`src/rtl/itcm_boot_loader_if.sv`:
```
// Flash read port and ITCM write port of the ITCM boot loader.
interface itcm_boot_loader_if #(
  parameter int ADDR_WIDTH = 32,
  parameter int DATA_WIDTH = 32
);
  // Flash: flash_req rises with a word-aligned flash_addr. Both stay stable
  // until flash_ready=1, the cycle in which flash_rdata is valid and the read
  // completes. ITCM: itcm_wr is a one-cycle write strobe with no back-pressure.
  logic                  flash_req;
  logic [ADDR_WIDTH-1:0] flash_addr;
  logic                  flash_ready;
  logic [DATA_WIDTH-1:0] flash_rdata;
  logic                  itcm_wr;
  logic [ADDR_WIDTH-1:0] itcm_addr;
  logic [DATA_WIDTH-1:0] itcm_wdata;
  logic [3:0]            itcm_byte_strobe;

  modport master (
    output flash_req, flash_addr,
    input  flash_ready, flash_rdata,
    output itcm_wr, itcm_addr, itcm_wdata, itcm_byte_strobe
  );

  modport slave (
    input  flash_req, flash_addr,
    output flash_ready, flash_rdata,
    input  itcm_wr, itcm_addr, itcm_wdata, itcm_byte_strobe
  );
endinterface

```
`src/rtl/itcm_boot_loader.sv`:
```
// Boot-time flash-to-ITCM copy engine; holds the core in reset until done.
// KRV_ITCM_LOAD_CHECKSUM_EN adds a trailing checksum word check (CHK/ERR).
module itcm_boot_loader #(
  parameter int                    ADDR_WIDTH = 32,
  parameter int                    DATA_WIDTH = 32,
  parameter logic [ADDR_WIDTH-1:0] FLASH_BASE = 32'h0000_0000,
  parameter logic [ADDR_WIDTH-1:0] ITCM_BASE  = 32'h0001_0000,
  parameter int                    LOAD_WORDS = 1024
) (
  input  logic                HCLK,
  input  logic                HRESETn,
  input  logic                auto_load_en,
  itcm_boot_loader_if.master  bus,
  output logic                itcm_auto_load,
  output logic                cpu_hold,
  output logic                load_done,
  output logic                load_err,
  output logic [2:0]          dbg_state
);

  localparam int CW = $clog2(LOAD_WORDS) + 1;
  localparam logic [CW-1:0] LAST_CNT  = CW'(LOAD_WORDS - 1);
  localparam logic [CW-1:0] CHK_INDEX = CW'(LOAD_WORDS);

  typedef enum logic [2:0] {
    S_IDLE = 3'd0,
    S_RD   = 3'd1,
    S_WR   = 3'd2,
`ifdef KRV_ITCM_LOAD_CHECKSUM_EN
    S_CHK  = 3'd3,
    S_ERR  = 3'd5,
`endif
    S_DONE = 3'd4
  } state_t;

  state_t                state_q, state_d;
  logic [CW-1:0]         cnt_q, cnt_d;
  logic                  flash_req_q, flash_req_d;
  logic [ADDR_WIDTH-1:0] flash_addr_q, flash_addr_d;
  logic                  itcm_wr_q, itcm_wr_d;
  logic [ADDR_WIDTH-1:0] itcm_addr_q, itcm_addr_d;
  logic [DATA_WIDTH-1:0] itcm_wdata_q, itcm_wdata_d;
  logic [3:0]            strb_q, strb_d;
  logic                  auto_q, auto_d;
  logic                  hold_q, hold_d;
  logic                  done_q, done_d;
`ifdef KRV_ITCM_LOAD_CHECKSUM_EN
  logic [DATA_WIDTH-1:0] sum_q, sum_d;
  logic                  err_q, err_d;
`endif

  function automatic logic [ADDR_WIDTH-1:0] word_off(input logic [CW-1:0] idx);
    return ADDR_WIDTH'(idx) << 2;
  endfunction

  always_comb begin
    state_d      = state_q;
    cnt_d        = cnt_q;
    flash_req_d  = flash_req_q;
    flash_addr_d = flash_addr_q;
    itcm_wr_d    = 1'b0;
    itcm_addr_d  = itcm_addr_q;
    itcm_wdata_d = itcm_wdata_q;
    strb_d       = 4'h0;
    auto_d       = auto_q;
    hold_d       = hold_q;
    done_d       = done_q;
`ifdef KRV_ITCM_LOAD_CHECKSUM_EN
    sum_d        = sum_q;
    err_d        = err_q;
`endif
    case (state_q)
      S_IDLE: begin
        if (auto_load_en) begin
          state_d      = S_RD;
          auto_d       = 1'b1;
          flash_req_d  = 1'b1;
          flash_addr_d = FLASH_BASE;
        end else begin
          state_d = S_DONE;
          hold_d  = 1'b0;
          done_d  = 1'b1;
        end
      end
      S_RD: begin
        if (bus.flash_ready) begin
          state_d      = S_WR;
          flash_req_d  = 1'b0;
          itcm_wdata_d = bus.flash_rdata;
          itcm_wr_d    = 1'b1;
          strb_d       = 4'hF;
          itcm_addr_d  = ITCM_BASE + word_off(cnt_q);
`ifdef KRV_ITCM_LOAD_CHECKSUM_EN
          sum_d        = sum_q + bus.flash_rdata;
`endif
        end
      end
      S_WR: begin
        if (cnt_q == LAST_CNT) begin
`ifdef KRV_ITCM_LOAD_CHECKSUM_EN
          // The stored checksum sits in the flash word right after the image.
          state_d      = S_CHK;
          flash_req_d  = 1'b1;
          flash_addr_d = FLASH_BASE + word_off(CHK_INDEX);
`else
          state_d = S_DONE;
          auto_d  = 1'b0;
          hold_d  = 1'b0;
          done_d  = 1'b1;
`endif
        end else begin
          state_d      = S_RD;
          cnt_d        = cnt_q + 1'b1;
          flash_req_d  = 1'b1;
          flash_addr_d = FLASH_BASE + word_off(cnt_q + 1'b1);
        end
      end
`ifdef KRV_ITCM_LOAD_CHECKSUM_EN
      S_CHK: begin
        if (bus.flash_ready) begin
          flash_req_d = 1'b0;
          auto_d      = 1'b0;
          if (bus.flash_rdata == sum_q) begin
            state_d = S_DONE;
            hold_d  = 1'b0;
            done_d  = 1'b1;
          end else begin
            state_d = S_ERR;
            err_d   = 1'b1;
          end
        end
      end
      S_ERR: begin
        auto_d = 1'b0;
        err_d  = 1'b1;
      end
`endif
      S_DONE: begin
        auto_d = 1'b0;
        hold_d = 1'b0;
        done_d = 1'b1;
      end
      default: state_d = S_IDLE;
    endcase
  end

  always_ff @(posedge HCLK or negedge HRESETn) begin
    if (!HRESETn) begin
      state_q      <= S_IDLE;
      cnt_q        <= '0;
      flash_req_q  <= 1'b0;
      flash_addr_q <= FLASH_BASE;
      itcm_wr_q    <= 1'b0;
      itcm_addr_q  <= ITCM_BASE;
      itcm_wdata_q <= '0;
      strb_q       <= 4'h0;
      auto_q       <= 1'b0;
      hold_q       <= 1'b1;
      done_q       <= 1'b0;
`ifdef KRV_ITCM_LOAD_CHECKSUM_EN
      sum_q        <= '0;
      err_q        <= 1'b0;
`endif
    end else begin
      state_q      <= state_d;
      cnt_q        <= cnt_d;
      flash_req_q  <= flash_req_d;
      flash_addr_q <= flash_addr_d;
      itcm_wr_q    <= itcm_wr_d;
      itcm_addr_q  <= itcm_addr_d;
      itcm_wdata_q <= itcm_wdata_d;
      strb_q       <= strb_d;
      auto_q       <= auto_d;
      hold_q       <= hold_d;
      done_q       <= done_d;
`ifdef KRV_ITCM_LOAD_CHECKSUM_EN
      sum_q        <= sum_d;
      err_q        <= err_d;
`endif
    end
  end

  assign bus.flash_req        = flash_req_q;
  assign bus.flash_addr       = flash_addr_q;
  assign bus.itcm_wr          = itcm_wr_q;
  assign bus.itcm_addr        = itcm_addr_q;
  assign bus.itcm_wdata       = itcm_wdata_q;
  assign bus.itcm_byte_strobe = strb_q;
  assign itcm_auto_load       = auto_q;
  assign cpu_hold             = hold_q;
  assign load_done            = done_q;
  assign dbg_state            = state_q;
`ifdef KRV_ITCM_LOAD_CHECKSUM_EN
  assign load_err = err_q;
`else
  assign load_err = 1'b0;
`endif

endmodule

```
`src/flat_wrapper.sv`:
```
// flat-port wrapper written by rule: the top's interface ports become plain ports
module itcm_boot_loader_flat 
#(
  parameter int                    ADDR_WIDTH = 32,
  parameter int                    DATA_WIDTH = 32,
  parameter logic [ADDR_WIDTH-1:0] FLASH_BASE = 32'h0000_0000,
  parameter logic [ADDR_WIDTH-1:0] ITCM_BASE  = 32'h0001_0000,
  parameter int                    LOAD_WORDS = 1024
)
  (HCLK, HRESETn, auto_load_en, itcm_auto_load, cpu_hold, load_done, load_err, dbg_state, bus_flash_req, bus_flash_addr, bus_flash_ready, bus_flash_rdata, bus_itcm_wr, bus_itcm_addr, bus_itcm_wdata, bus_itcm_byte_strobe);
  itcm_boot_loader_if #(.ADDR_WIDTH(ADDR_WIDTH), .DATA_WIDTH(DATA_WIDTH)) bus_i ();
  input  logic HCLK;
  input  logic HRESETn;
  input  logic auto_load_en;
  output logic itcm_auto_load;
  output logic cpu_hold;
  output logic load_done;
  output logic load_err;
  output logic [2:0] dbg_state;
  output wire logic [$bits(bus_i.flash_req)-1:0] bus_flash_req;
  output wire logic [$bits(bus_i.flash_addr)-1:0] bus_flash_addr;
  input wire logic [$bits(bus_i.flash_ready)-1:0] bus_flash_ready;
  input wire logic [$bits(bus_i.flash_rdata)-1:0] bus_flash_rdata;
  output wire logic [$bits(bus_i.itcm_wr)-1:0] bus_itcm_wr;
  output wire logic [$bits(bus_i.itcm_addr)-1:0] bus_itcm_addr;
  output wire logic [$bits(bus_i.itcm_wdata)-1:0] bus_itcm_wdata;
  output wire logic [$bits(bus_i.itcm_byte_strobe)-1:0] bus_itcm_byte_strobe;
  assign bus_flash_req = bus_i.flash_req;
  assign bus_flash_addr = bus_i.flash_addr;
  assign bus_i.flash_ready = bus_flash_ready;
  assign bus_i.flash_rdata = bus_flash_rdata;
  assign bus_itcm_wr = bus_i.itcm_wr;
  assign bus_itcm_addr = bus_i.itcm_addr;
  assign bus_itcm_wdata = bus_i.itcm_wdata;
  assign bus_itcm_byte_strobe = bus_i.itcm_byte_strobe;
  itcm_boot_loader #(.ADDR_WIDTH(ADDR_WIDTH), .DATA_WIDTH(DATA_WIDTH), .FLASH_BASE(FLASH_BASE), .ITCM_BASE(ITCM_BASE), .LOAD_WORDS(LOAD_WORDS)) u_core (.HCLK(HCLK), .HRESETn(HRESETn), .auto_load_en(auto_load_en), .bus(bus_i), .itcm_auto_load(itcm_auto_load), .cpu_hold(cpu_hold), .load_done(load_done), .load_err(load_err), .dbg_state(dbg_state));
endmodule
```
`config.mk`:
```
export PLATFORM = sky130hd
export DESIGN_NAME = itcm_boot_loader_flat
export DESIGN_NICKNAME = d
export VERILOG_FILES = /design/src/rtl/itcm_boot_loader_if.sv /design/src/rtl/itcm_boot_loader.sv /design/src/flat_wrapper.sv
export SDC_FILE = /design/constraint.sdc
export NUM_CORES = 1
export LEC_CHECK = 0
export CAP_MARGIN = 20
export CORE_MARGIN = 5
export CORE_UTILIZATION = 38
export CTS_CLUSTER_DIAMETER = 120
export DETAILED_ROUTE_END_ITERATION = 10
export GPL_TIMING_DRIVEN = 0
export HOLD_SLACK_MARGIN = 0.12
export PLACE_DENSITY_LB_ADDON = 0.3
export SYNTH_ARGS = -nofsm -noshare
export SYNTH_HDL_FRONTEND = slang
export SYNTH_SLANG_ARGS = --single-unit
```
`constraint.sdc`:
```
create_clock -name HCLK -period 2 [get_ports HCLK]
set_input_delay 0.6 -clock HCLK [delete_from_list [all_inputs] [get_ports HCLK]]
set_output_delay 0.6 -clock HCLK [all_outputs]
set_load 0.05 [all_outputs]
```
* After elaboration in Yosys (flattened, before gate mapping)
Index checks and enable logic that the tools add are counted.
** Operators by class
- $add $sub $neg :: 2
- $mul :: 0
- Divide/modulo/power cells :: 0
- Magnitude comparators :: 0
- Eq/ne operators :: 9
- Shift operators :: 0
- Muxes and demuxes :: 22
- Bitwise logic cells :: 2
- Reduce and logical (&&, ||, !) cells :: 11
** Operator list (number)
- 32-bit two-way mux :: 2
- 32-bit case mux with 2 select lines :: 1
- 17-bit by 13-bit adder with 18-bit output (first input constant) :: 1
- 1-bit case mux with 3 select lines :: 4
- 3-bit case mux with 4 select lines :: 1
- 11-bit by 1-bit adder with 11-bit output (second input constant) :: 1
- 11-bit by 10-bit == test with 1-bit output (second input constant) :: 1
- 1-bit two-way mux :: 9
- 3-bit two-way mux :: 3
- 3-bit AND reduction :: 3
- 4-bit two-way mux :: 2
- 2-bit != test (second input constant) :: 4
- 2-bit AND reduction :: 3
- 3-bit nonzero test :: 2
- 4-bit AND reduction :: 1
- 3-bit by 1-bit == test with 1-bit output (second input constant) :: 1
- 3-bit by 2-bit == test with 1-bit output (second input constant) :: 1
- 3-bit == test (second input constant) :: 1
- 3-bit zero test :: 1
- 2-bit by 1-bit != test with 1-bit output (second input constant) :: 1
- 1-bit inverter :: 2
- 2-bit nonzero test :: 1
** Storage, ports and cells
- Register bits :: 119
- Bits in latches :: 0
- RAM bits :: 0
- Memory bits (read-only) :: 0
- Input bits :: 36
- Output and inout bits :: 109
- Word-level logic and storage cells :: 57
- Memories :: 0

* Depth between registers and ports, before layout
- Word-level depth :: 3
- Mapped depth :: 6
- Mapped depth without buffers :: 5

* Worst setup path after synthesis
Ideal clock, no wire load.
- Path type :: flip-flop to flip-flop
- Start :: reg u_core.state_q[0] (netlist: u_core.dbg_state[0])
- End :: reg u_core.cnt_q[1]
- Setup time :: 125 ps
- Arrival :: 1897 ps
- Required time :: 1875 ps
- Path slack :: -21 ps
- Stages on the path, launching flop included :: 6
- Path buffers :: 1
- Period minus slack after synthesis :: 2021 ps
- Cells stage by stage :: dfrtp_1 -> clkbuf_1 -> nor2_1 -> nand2_1 -> nor2_1 -> mux2_2
** Between the ends
- Longest elaborated chain between the ends :: 2
** Ends and longest elaborated chain
- start, declared :: RTL line itcm_boot_loader.sv:36 : state_t state_q, state_d;
- start signal, assigned :: RTL line itcm_boot_loader.sv:165 : state_q <= state_d;
- 3-bit by 2-bit == test with 1-bit output :: RTL line itcm_boot_loader.sv:72 : case (state_q)
- 2-bit AND reduction (no line)
- end signal, assigned :: RTL line itcm_boot_loader.sv:166 : cnt_q <= cnt_d;
- end, declared :: RTL line itcm_boot_loader.sv:37 : logic [CW-1:0] cnt_q, cnt_d;
Every way passes these cells.
A chain may end at the register's enable or synchronous reset.

* Worst setup path after layout
- Start :: reg u_core.state_q[1] (netlist: u_core.dbg_state[1])
- End :: out dbg_state[1]
** RTL lines
- end, declared :: RTL line flat_wrapper.sv:19 : output logic [2:0] dbg_state;
No word-level cell between the ends.

==> impl_metrics.toml <==
[worst_setup_path]
worst_setup_path_end_kind = "output port"
cpLargestDelayFamily = "flip-flops"
cpPeakStageDelay_ps = 540
cpMaxStageDelayCell = "dfrtp_1"
critical_path_peak_fanout = 9
worst-path-buf-inv = 1
critPathKind = "flop to output port"
required_ps = 1400
path_cells = "clkdlybuf4s15_2"
crit_arrival_ps = 1320
cp-start-kind = "flop"

[clock_tree]
insertion_delay_ps = 340
cts_root_buf = "clkbuf_8"
numCtsBuffers = 9
htreeDepth = 3
cts_buffer_depth = 2
cts_tree = "built"
path_clk_slew_ps = 80
cts.sinks = 73

[synthesis]
syn_area_um2 = 3320
yosys.area.top_type = "dfrtp_1"
syn_avg_cell_area_um2 = 13.1
yosys_warnings = 0
synth_top_area_share_pct = 54.2
syn_inst = 254
ys_top_cells_by_area = "dfrtp_1 (54%), mux2_2 (15%), buf_4 (11%)"
yosysSeqAreaShare_pct = 55.0
ys_types = 39
ys_ff_latch = 73

[timing]
setup_viol_count_final = 0
fmax_mhz = 522
worst_pin_slew_ps = 534
skew_ps = 9.28
slew_viol_final = 0
slew_headroom_pct = 64.6
layout_min_cycle_time_ps = 1920
hold_viol = 0
setup_ws_ps = 83.9
fin_crit_sh_pct = 95.8
rsz0062_at_grt = "false"

[floorplanning]
pin_count = 145
die_area_um2 = 10700
die_y_um = 104
core_area_um2 = 8640
initial_core_util_pct = 38.5
die_w_um = 104
rows = 34

[final_layout]
fin_nets = 448
diodes = 0
post-route-util_pct = 56.1
multi_input_area_um2 = 1270
final-seq-area_um2 = 1830
instances_no_fill = 524
fill_cells = 745
most-common-layout-cells = "dfrtp_1 (70), dlygate4sd2_1 (59), buf_4 (51)"
final_common_cell = "dfrtp_1"
drive_gt1_share_pct = 35.6
area_growth_pct = 46.0

[pwr]
peakVddDrop_mv = 0.878
leakagePower_nw = 2.55
power.density_nw_per_um2 = 1230

[place]
place_congestion = 0.745
dp_hpwl_um = 5500
portBuffers = 101
dp_slack_ps = -294
dp.cells = 505

[route]
dr_total_vias = 2310
post_drt_wl_per_cell_um = 13.8
drtIter0Drc = 39
drtAntennaViolNets = 0
post-route-drc-count = 0
drt-vias-per-instance = 4.41
dr.pass1.iters = 4
wirelength_um = 7220

[grt]
grt_max_degree = 50
gr-total-overflow = 0
grt_usage_pct = 14.0
antenna_found_initial = 0
grt_pass1_wl_um = 12300
grt_pass1_vias = 2389

[flow_run]
cap_violations = 0

[run_status]
run_status = "finished clean"

[min_path]
hp-class = "primary input to async pin"
[state kept, by name, summed over array words and instances (netlist names)]
register,flops
u_core.bus.flash_addr,11
u_core.bus.flash_req,1
u_core.bus.itcm_addr,11
u_core.bus.itcm_byte_strobe,1
u_core.bus.itcm_wdata,32
u_core.cnt_q,11
u_core.cpu_hold,1
u_core.dbg_state,3
u_core.itcm_auto_load,1
u_core.load_done,1
[Yosys cell counts, drive strengths merged]
library cell / number
a32o: 1
nand3: 5
a211oi: 1
o21ai: 3
a22o: 7
a21o: 3
a21boi: 1
nand2: 6
dfrtp: 72
nor4: 2
or3: 1
a21oi: 5
and3: 3
clkbuf: 1
dfstp: 1
nand3b: 1
o21a: 2
xnor2: 2
a31oi: 3
ha: 1
buf: 55
conb: 2
nand4: 1
and4: 1
xor2: 10
nor3: 2
nand2b: 1
nor3b: 3
and2: 1
o2bb2ai: 1
nor2: 9
mux2: 45
inv: 1
o221ai: 1
[cell type report]
class	instances	area share, %
multi-input cells	165	26.2
clock buffers	9	2.55
clock inverters	7	2.45
well taps	108	2.79
plain buffers	56	8.46
repair buffers	105	19.7
inverters	1	0.0774
flip-flops and latches	73	37.8
[worst reg2reg max path, stage by stage, from the launching register on]
cell,delay [ps]
dfrtp_2,430
ha_4,190
nand3_1,150
or3_4,450
o221ai_4,200
mux2_2,360
[final timing paths]
kind	startpoint	end	slack (ps)	depth (start not counted)
setup / recovery	u_core.dbg_state[1]	dbg_state[1]	80	1
hold / removal	HRESETn	u_core.bus.itcm_wdata[25]	160	1
setup reg to reg	u_core.cnt_q[1]	u_core.bus.flash_addr[5]	100	5
hold reg to reg	u_core.load_done	u_core.load_done	450	1
max in group asynchronous	HRESETn	u_core.cpu_hold	1240	2
min in group HCLK	u_core.load_done	u_core.load_done	450	1
[cell families (layout without fill, tap and decap cells)]
group	count (synthesis)	after routing	synth area share [%]
other cells	2	43	0.226
fa+ha+maj	1	1	0.377
compound gates	28	28	6.86
mux	45	45	15.3
buf+inv	57	178	12.2
xor+xnor	12	12	3.16
simple gates	36	36	6.86
flops	73	73	55.0
[report_power, final]
part	internal, mW	switching, mW
Clock	0.828	0.562
Sequential	1.83	0.195
Combinational	0.766	1.80
[metrics by stage]
| stage | hold WS, ps | cell area, um2 | setup TNS, ps | total power, mW |
|---|---|---|---|---|
| floorplan | 304 | 3480 | 0 | 3.91 |
| global placement | 444 | 4630 | -171000 | 4.80 |
| detailed placement | 446 | 4650 | -12290 | 4.85 |
| CTS | 147 | 4840 | 0 | 6.03 |
| global route | 163 | 4850 | 0 | 6.28 |
| finish | 156 | 4850 | 0 | 5.99 |
[metal layers]
metal,GRT usage (%),wire length (um)
met5,0,0
met4,5.34,114
met3,7.52,836
met2,21.3,3350
met1,16.7,2920
[repair_timing]
action                                  in CTS  in global routing
cloned                                       0                  0
gates resized for setup                     75                 15
hold buffers                                 0                  0
pin swaps                                    1                  0
buffers inserted                             1                  2
endpoints found under the setup margin      84                 49
(Power assumes the default switching activity.)
